### src/rtl/zpu_mem_bridge.sv
// Bridges ZPU core memory strobes to a 512x8 synchronous ROM (region 0)
// and a small output I/O register (region 1), one access at a time.
module zpu_mem_bridge #(
  parameter int IO_WIDTH = 5
) (
  input  logic                clk,
  input  logic                reset,
  input  logic                mem_read,
  input  logic                mem_write,
  input  logic [9:0]          mem_addr,
  input  logic [31:0]         mem_data_write,
  output logic [31:0]         mem_data_read,
  output logic                mem_done,
  output logic [8:0]          rom_addr,
  output logic                rom_re,
  input  logic [7:0]          rom_data,
  output logic [IO_WIDTH-1:0] io_out
);

  typedef enum logic [1:0] {
    IDLE   = 2'd0,
    ROM_RD = 2'd1,
    IO_ACC = 2'd2,
    DONE   = 2'd3
  } state_t;

  state_t state, state_nxt;

  logic [2:0]          cnt;
  logic [2:0]          cap_idx;
  logic [6:0]          base_p0;
  logic                op_write_p0;
  logic                op_io_p0;
  logic [IO_WIDTH-1:0] wdata_p0;
  logic [31:0]         io_ext;
  logic                unused_bits;

  // Word byte lanes are big-endian: byte 0 lands in the top lane.
  function automatic logic [31:0] put_byte(input logic [31:0] word,
                                           input logic [1:0]  idx,
                                           input logic [7:0]  b);
    logic [31:0] w;
    w = word;
    case (idx)
      2'd0:    w[31:24] = b;
      2'd1:    w[23:16] = b;
      2'd2:    w[15:8]  = b;
      default: w[7:0]   = b;
    endcase
    return w;
  endfunction

  assign cap_idx     = cnt - 3'd1;
  assign unused_bits = ^{mem_addr[1:0], mem_data_write};

  always_comb begin
    io_ext                 = '0;
    io_ext[IO_WIDTH-1:0]   = io_out;
  end

  always_ff @(posedge clk) begin
    if (reset) state <= IDLE;
    else       state <= state_nxt;
  end

  always_comb begin
    state_nxt = state;
    case (state)
      IDLE: begin
        if (mem_write)                    state_nxt = IO_ACC;
        else if (mem_read && !mem_addr[9]) state_nxt = ROM_RD;
        else if (mem_read)                 state_nxt = IO_ACC;
      end
      ROM_RD:  if (cnt == 3'd4) state_nxt = DONE;
      IO_ACC:  state_nxt = DONE;
      default: state_nxt = IDLE;
    endcase
  end

  always_comb begin
    rom_re   = 1'b0;
    rom_addr = '0;
    mem_done = 1'b0;
    if (state == ROM_RD && !cnt[2]) begin
      rom_re   = 1'b1;
      rom_addr = {base_p0, cnt[1:0]};
    end
    if (state == DONE) mem_done = 1'b1;
  end

  // Request capture stage: latched once in IDLE, held for the whole access.
  always_ff @(posedge clk) begin
    if (state == IDLE) begin
      base_p0     <= mem_addr[8:2];
      op_write_p0 <= mem_write;
      op_io_p0    <= mem_addr[9];
      wdata_p0    <= mem_data_write[IO_WIDTH-1:0];
    end
  end

  always_ff @(posedge clk) begin
    if (reset)                cnt <= '0;
    else if (state == ROM_RD) cnt <= cnt + 3'd1;
    else                      cnt <= '0;
  end

  // Capture stage: ROM bytes arrive one cycle behind their issue slot.
  always_ff @(posedge clk) begin
    if (reset) begin
      mem_data_read <= '0;
      io_out        <= '0;
    end else begin
      if (state == ROM_RD && cnt != 3'd0)
        mem_data_read <= put_byte(mem_data_read, cap_idx[1:0], rom_data);
      if (state == IO_ACC) begin
        if (!op_write_p0)   mem_data_read <= io_ext;
        else if (op_io_p0)  io_out        <= wdata_p0;
      end
    end
  end

endmodule

### config.mk
export PLATFORM = sky130hd
export DESIGN_NAME = zpu_mem_bridge
export DESIGN_NICKNAME = d
export VERILOG_FILES = /design/src/rtl/zpu_mem_bridge.sv
export SDC_FILE = /design/constraint.sdc
export NUM_CORES = 1
export LEC_CHECK = 0
export CAP_MARGIN = 20
export CORE_AREA = 2 2 72 102
export DETAILED_ROUTE_END_ITERATION = 12
export DIE_AREA = 0 0 74 104
export PLACE_DENSITY = 0.76
export SKIP_CTS_REPAIR_TIMING = 1
export SLEW_MARGIN = 10
export SYNTH_ARGS = -nofsm -noshare
export SYNTH_HDL_FRONTEND = slang
export SYNTH_SLANG_ARGS = --single-unit
### constraint.sdc
create_clock -name clk -period 4.4 [get_ports clk]
set_input_delay 0.88 -clock clk [delete_from_list [all_inputs] [get_ports clk]]
set_output_delay 0.88 -clock clk [all_outputs]
set_load 0.01 [all_outputs]
==> results of run 1 <==
-- stage by stage --
stage	setup WS, ps	hold slack (ps)
floorplan	2260	440
detailed placement	1380	467
finish	1040	486
global route	857	519
CTS	1020	492
global placement	1410	455
-- per-layer routing --
metal	vias up	track usage, %	routed length, um
met3	4	2.13	169
met5	-	0	0
met1	727	14.8	1910
met2	41	22.1	2430
li1	801	-	-
met4	0	5.06	72
-- synth_stat cells (5+ instances only) --
cell type / count / area (um2)
mux2i_1: 38 / 380
nor2_2: 24 / 150
o21ai_0: 5 / 25.0
dfxtp_1: 42 / 841
inv_1: 5 / 18.8
nor2_1: 15 / 56.3
buf_2: 5 / 25.0
nand2_1: 6 / 22.5
ha_1: 10 / 125
and2_1: 9 / 56.3
edfxtp_1: 14 / 420
-- flip-flops by register name (all words and copies together), names as in the netlist --
register	count
mem_data_read	32
wdata_p0	5
cnt	3
io_out	5
op_io_p0	1
op_write_p0	1
state	2
base_p0	7
-- worst max-delay path, cell delays in order, from the launching register on --
cell and delay [ps]:
dfxtp_1 370, inv_1 100, ha_1 460, nor2b_1 490, and2_1 200, clkdlybuf4s50_1 550
-- final cells by class --
cell class,count,area (um2),area share [%]
flip-flops and latches,56,1260,39.0
multi-input cells,125,990,30.6
repair buffers,72,721,22.3
well taps,95,119,3.68
clock buffers,6,82.6,2.55
clock inverters,2,38.8,1.20
inverters,6,22.5,0.696
-- final timing paths --
kind	end	cells after the start	start	slack [ps]
max	rom_addr[2]	5	state[1]$_SDFFE_PP0P_	1040
min	io_out[0]$_SDFFE_PP0P_	2	wdata_p0[0]$_DFFE_PN_	490
max reg2reg	state[1]$_SDFFE_PP0P_	6	state[0]$_SDFFE_PP0P_	2540
min reg2reg	io_out[0]$_SDFFE_PP0P_	2	wdata_p0[0]$_DFFE_PN_	490
-- cells by family (layout without fill, tap and decap cells) --
logic type      count (synthesis)  in the layout  share of synthesized area, %
simple gates                   64             64                          15.4
flops                          56             56                          54.6
xor+xnor                        1              1                         0.379
compound gates                 12             12                          5.03
fa+ha+maj                      10             10                          5.41
buf+inv                        13             86                          2.71
mux                            38             38                          16.5
-- where the power goes --
part | switching (mW) | leakage, nW | internal, mW
registers | 0.0275 | 0.478 | 0.607
logic | 0.172 | 0.840 | 0.128
clock network | 0.163 | 0.0614 | 0.186
==> impl_metrics.json, run 1 <==
{
  "synth.ff_latch_count": 56,
  "clock_sinks": 56,
  "fin_crit_sh_pct": 76.3,
  "rsz0062_at_grt": "no",
  "grt_pass1_wl_mm": 7.47,
  "final_common_cell": "clkdlybuf4s50_1",
  "antennaDiodeCount": 0,
  "ioPinCount": 102,
  "portBuffers": 72,
  "cts_tree": "built",
  "via_count": 1573,
  "syn_inst": 194,
  "antenna_found_initial": 0,
  "fmax_mhz": 298,
  "crit_type": "reg -> out",
  "fill_cells": 626,
  "ys_types": 27,
  "cp.required_ps": 3520,
  "cts.htree.levels": 2,
  "synth-main-ff-cell": "dfxtp_1",
  "grt-ovfl-total": 0,
  "final_cell_mix": "clkdlybuf4s50_1 (72), dfxtp_1 (42), mux2i_1 (38)",
  "ys_seq_area_share_pct": 54.6,
  "rows": 36,
  "peakVddDrop_v": 0.000280,
  "fin_crit_ps": 3360,
  "die-area_mm2": 0.00770,
  "cp_data_arrival_time_ps": 2480,
  "setup_violations": 0,
  "fin_area_mm2": 0.00323,
  "synth_edf_count": 14,
  "track_usage_pct": 12.6,
  "drt_iter0_markers": 35,
  "min_path_type": "reg -> reg",
  "finalWeightedCongestion": 0.765,
  "fp.dieH_um": 104,
  "postSynthAreaPerCell_um2": 11.9,
  "dpl.cell_count": 354,
  "worst_slew_pin_slew_ps": 854,
  "drt-total-wl_mm": 4.58,
  "cts_made_buffers": 5,
  "yosys_warnings": 0,
  "root_buffer": "clkbuf_8",
  "synthArstFlopShare_pct": 0,
  "grt_max_degree": 33,
  "die_w_um": 74,
  "start_util_pct": 34.0,
  "grt_pass1_vias": 1531,
  "dpl.hpwl_mm": 3.42,
  "p_total_mw": 1.28,
  "clk_pin_slew_ps": 100,
  "cp-end-kind": "output port",
  "clock_skew_ps": 8.51,
  "status": "complete, no violations",
  "syn_nets": 258,
  "finalSetupTns_ps": 0,
  "cellPowerDensity_mw_per_mm2": 397,
  "syn_area_mm2": 0.00231,
  "drive_above_1_share_pct": 14.2,
  "via_per_inst": 4.35,
  "antenna_left": 0,
  "design.core.area_mm2": 0.00680,
  "placed_area_mm2": 0.00311,
  "wl_per_cell_um": 12.6,
  "start_kind": "register",
  "drc": 0,
  "stdcell_count": 362,
  "power_leakage_nw": 1.38,
  "maxSlewViolCount": 0,
  "cts_buffer_depth": 2,
  "maxCapViolCount": 0,
  "utilization_pct": 47.6,
  "hold_viol": 0,
  "path_max_fanout": 10,
  "drt-pass1-iter-count": 2,
  "clock_latency_ps": 300,
  "final_nets": 330,
  "area_delta_synth_final_pct": 40.0,
  "slew_headroom_pct": 43.1
}
Power figures use the tool's default switching activity.
==> run 2: changes to the inputs <==
--- a/config.mk
+++ b/config.mk
@@ -9,7 +9,7 @@
 export CORE_AREA = 2 2 72 102
 export DETAILED_ROUTE_END_ITERATION = 12
 export DIE_AREA = 0 0 74 104
-export PLACE_DENSITY = 0.76
+export PLACE_DENSITY = 0.79
 export SKIP_CTS_REPAIR_TIMING = 1
 export SLEW_MARGIN = 10
 export SYNTH_ARGS = -nofsm -noshare
==> constraint.sdc (replaced) <==
create_clock -name clk -period 3 [get_ports clk]
set_input_delay 0.6 -clock clk [delete_from_list [all_inputs] [get_ports clk]]
set_output_delay 0.6 -clock clk [all_outputs]
set_load 0.01 [all_outputs]
==> impl_metrics.json, run 2 (synthesis results as in run 1) <==
{
  "fill_cells": 646,
  "combPwrFrac_pct": 24.9,
  "peakVddDrop_v": 0.000402,
  "hold-worst-slack_ps": 482,
  "top_regs": "mem_data_read x32, base_p0 x7",
  "finalWeightedCongestion": 0.736,
  "fmax_mhz": 370,
  "rows": 36,
  "via_per_inst": 4.30,
  "clock_skew_ps": 10.5,
  "maxSlewViolCount": 0,
  "slew_headroom_pct": 54.1,
  "clk_pin_slew_ps": 100,
  "drc": 0,
  "start_kind": "register",
  "status": "complete, no violations",
  "maxCapViolCount": 0,
  "r2r-end": "state[1]$_SDFFE_PP0P_",
  "critPathCapture": "rom_addr[4]",
  "seq_power_share_pct": 52.5,
  "grt_max_degree": 18,
  "largest_reg_flops": 32,
  "cellPowerDensity_mw_per_mm2": 551,
  "cp-startpoint": "state[1]$_SDFFE_PP0P_",
  "internal_power_mw": 1.25,
  "area_delta_synth_final_pct": 39.1,
  "final_common_cell": "clkdlybuf4s50_1",
  "r2r-start": "state[0]$_SDFFE_PP0P_",
  "cts_tree": "built",
  "drt-pass1-iter-count": 4,
  "power_leakage_nw": 1.37,
  "finalSetupTns_ps": 0,
  "drive_above_1_share_pct": 14.5,
  "setup_violations": 0,
  "portBuffers": 72,
  "fp.dieH_um": 104,
  "path_max_fanout": 10,
  "p_sw_uw": 519,
  "min_path_type": "reg -> reg",
  "final_nets": 332,
  "setup_ws_ps": 301,
  "cp_data_arrival_time_ps": 2100,
  "grt_pass1_wl_mm": 7.33,
  "wl_per_cell_um": 12.0,
  "r2r_setup_slack_ps": 1160,
  "via_count": 1565,
  "track_usage_pct": 12.2,
  "dpl.hpwl_mm": 3.39,
  "cp.required_ps": 2400,
  "cts_buffer_depth": 2,
  "switching_share_pct": 29.3,
  "die_w_um": 74,
  "p_total_mw": 1.77,
  "grt_pass1_vias": 1549,
  "design.core.area_mm2": 0.00680,
  "final_cell_mix": "clkdlybuf4s50_1 (72), dfxtp_1 (42), mux2i_1 (38)",
  "cts_made_buffers": 5,
  "pre_cts_ws_ps": 606,
  "drt-total-wl_mm": 4.39,
  "root_buffer": "clkbuf_8",
  "r2r_cells": 6,
  "antenna_left": 0,
  "die-area_mm2": 0.00770,
  "antennaDiodeCount": 0,
  "clkPwrFrac_pct": 22.6,
  "top_register": "mem_data_read",
  "clock_latency_ps": 300,
  "cts.htree.levels": 2,
  "antenna_found_initial": 0,
  "rsz0062_at_grt": "no",
  "start_util_pct": 34.0,
  "crit_type": "reg -> out",
  "hold_viol": 0,
  "worst_slew_pin_slew_ps": 689,
  "drt_iter0_markers": 20,
  "grt-ovfl-total": 0,
  "fin_crit_sh_pct": 90.0,
  "fin_crit_ps": 2700,
  "utilization_pct": 47.3,
  "clock_sinks": 56,
  "ioPinCount": 102,
  "cp-end-kind": "output port"
}
## run 2: per-stage QoR
step | cell area [um2] | cells
finish | 3210 | 364
global route | 3210 | 364
CTS | 3210 | 364
detailed placement | 3130 | 356
global placement | 3130 | 356
floorplan | 2310 | 194
## run 2: final cells by class
class / instances / area, um2 / share of cell area, %
Clock inverter: 2 / 13.8 / 0.428
Tap cell: 95 / 119 / 3.70
Inverter: 6 / 22.5 / 0.701
Multi-Input combinational cell: 125 / 990 / 30.8
Timing Repair Buffer: 74 / 736 / 22.9
Sequential cell: 56 / 1260 / 39.2
Clock buffer: 6 / 72.6 / 2.26
## run 2: worst max-delay path: stages, from the launching register on
cell and delay [ps]:
dfxtp_1 370, inv_1 90, ha_1 150, nor2b_1 430, and2_1 210, clkdlybuf4s50_1 550
## run 2: worst min path at each step
stage | endpoint | from | cells after the start | slack (ps)
4_1_cts | cnt[0]$_SDFF_PP0_ | cnt[0]$_SDFF_PP0_ | 1 | 490
6_report | cnt[0]$_SDFF_PP0_ | cnt[0]$_SDFF_PP0_ | 1 | 480
5_1_grt | cnt[0]$_SDFF_PP0_ | cnt[0]$_SDFF_PP0_ | 1 | 510
3_5_place_dp | cnt[0]$_SDFF_PP0_ | cnt[0]$_SDFF_PP0_ | 1 | 470
2_1_floorplan | cnt[0]$_SDFF_PP0_ | cnt[0]$_SDFF_PP0_ | 1 | 440
3_3_place_gp | io_out[0]$_SDFFE_PP0P_ | wdata_p0[0]$_DFFE_PN_ | 2 | 460
## run 2: power groups by stage
stage	clock, mW	sequential, mW	combinational [mW]
4_1_cts	0.421	0.932	0.451
6_report	0.399	0.930	0.442
2_1_floorplan	0	0.941	0.278
3_3_place_gp	0	0.944	0.438
3_5_place_dp	0	0.948	0.449
5_1_grt	0.453	0.942	0.489
## run 2: per-layer routing
layer	track usage [%]	part of all wire [%]	wire length, um
met1	14.2	41	1810
met2	21.0	52	2300
met3	2.71	4.9	213
met4	4.68	1.5	65
met5	0	0	0
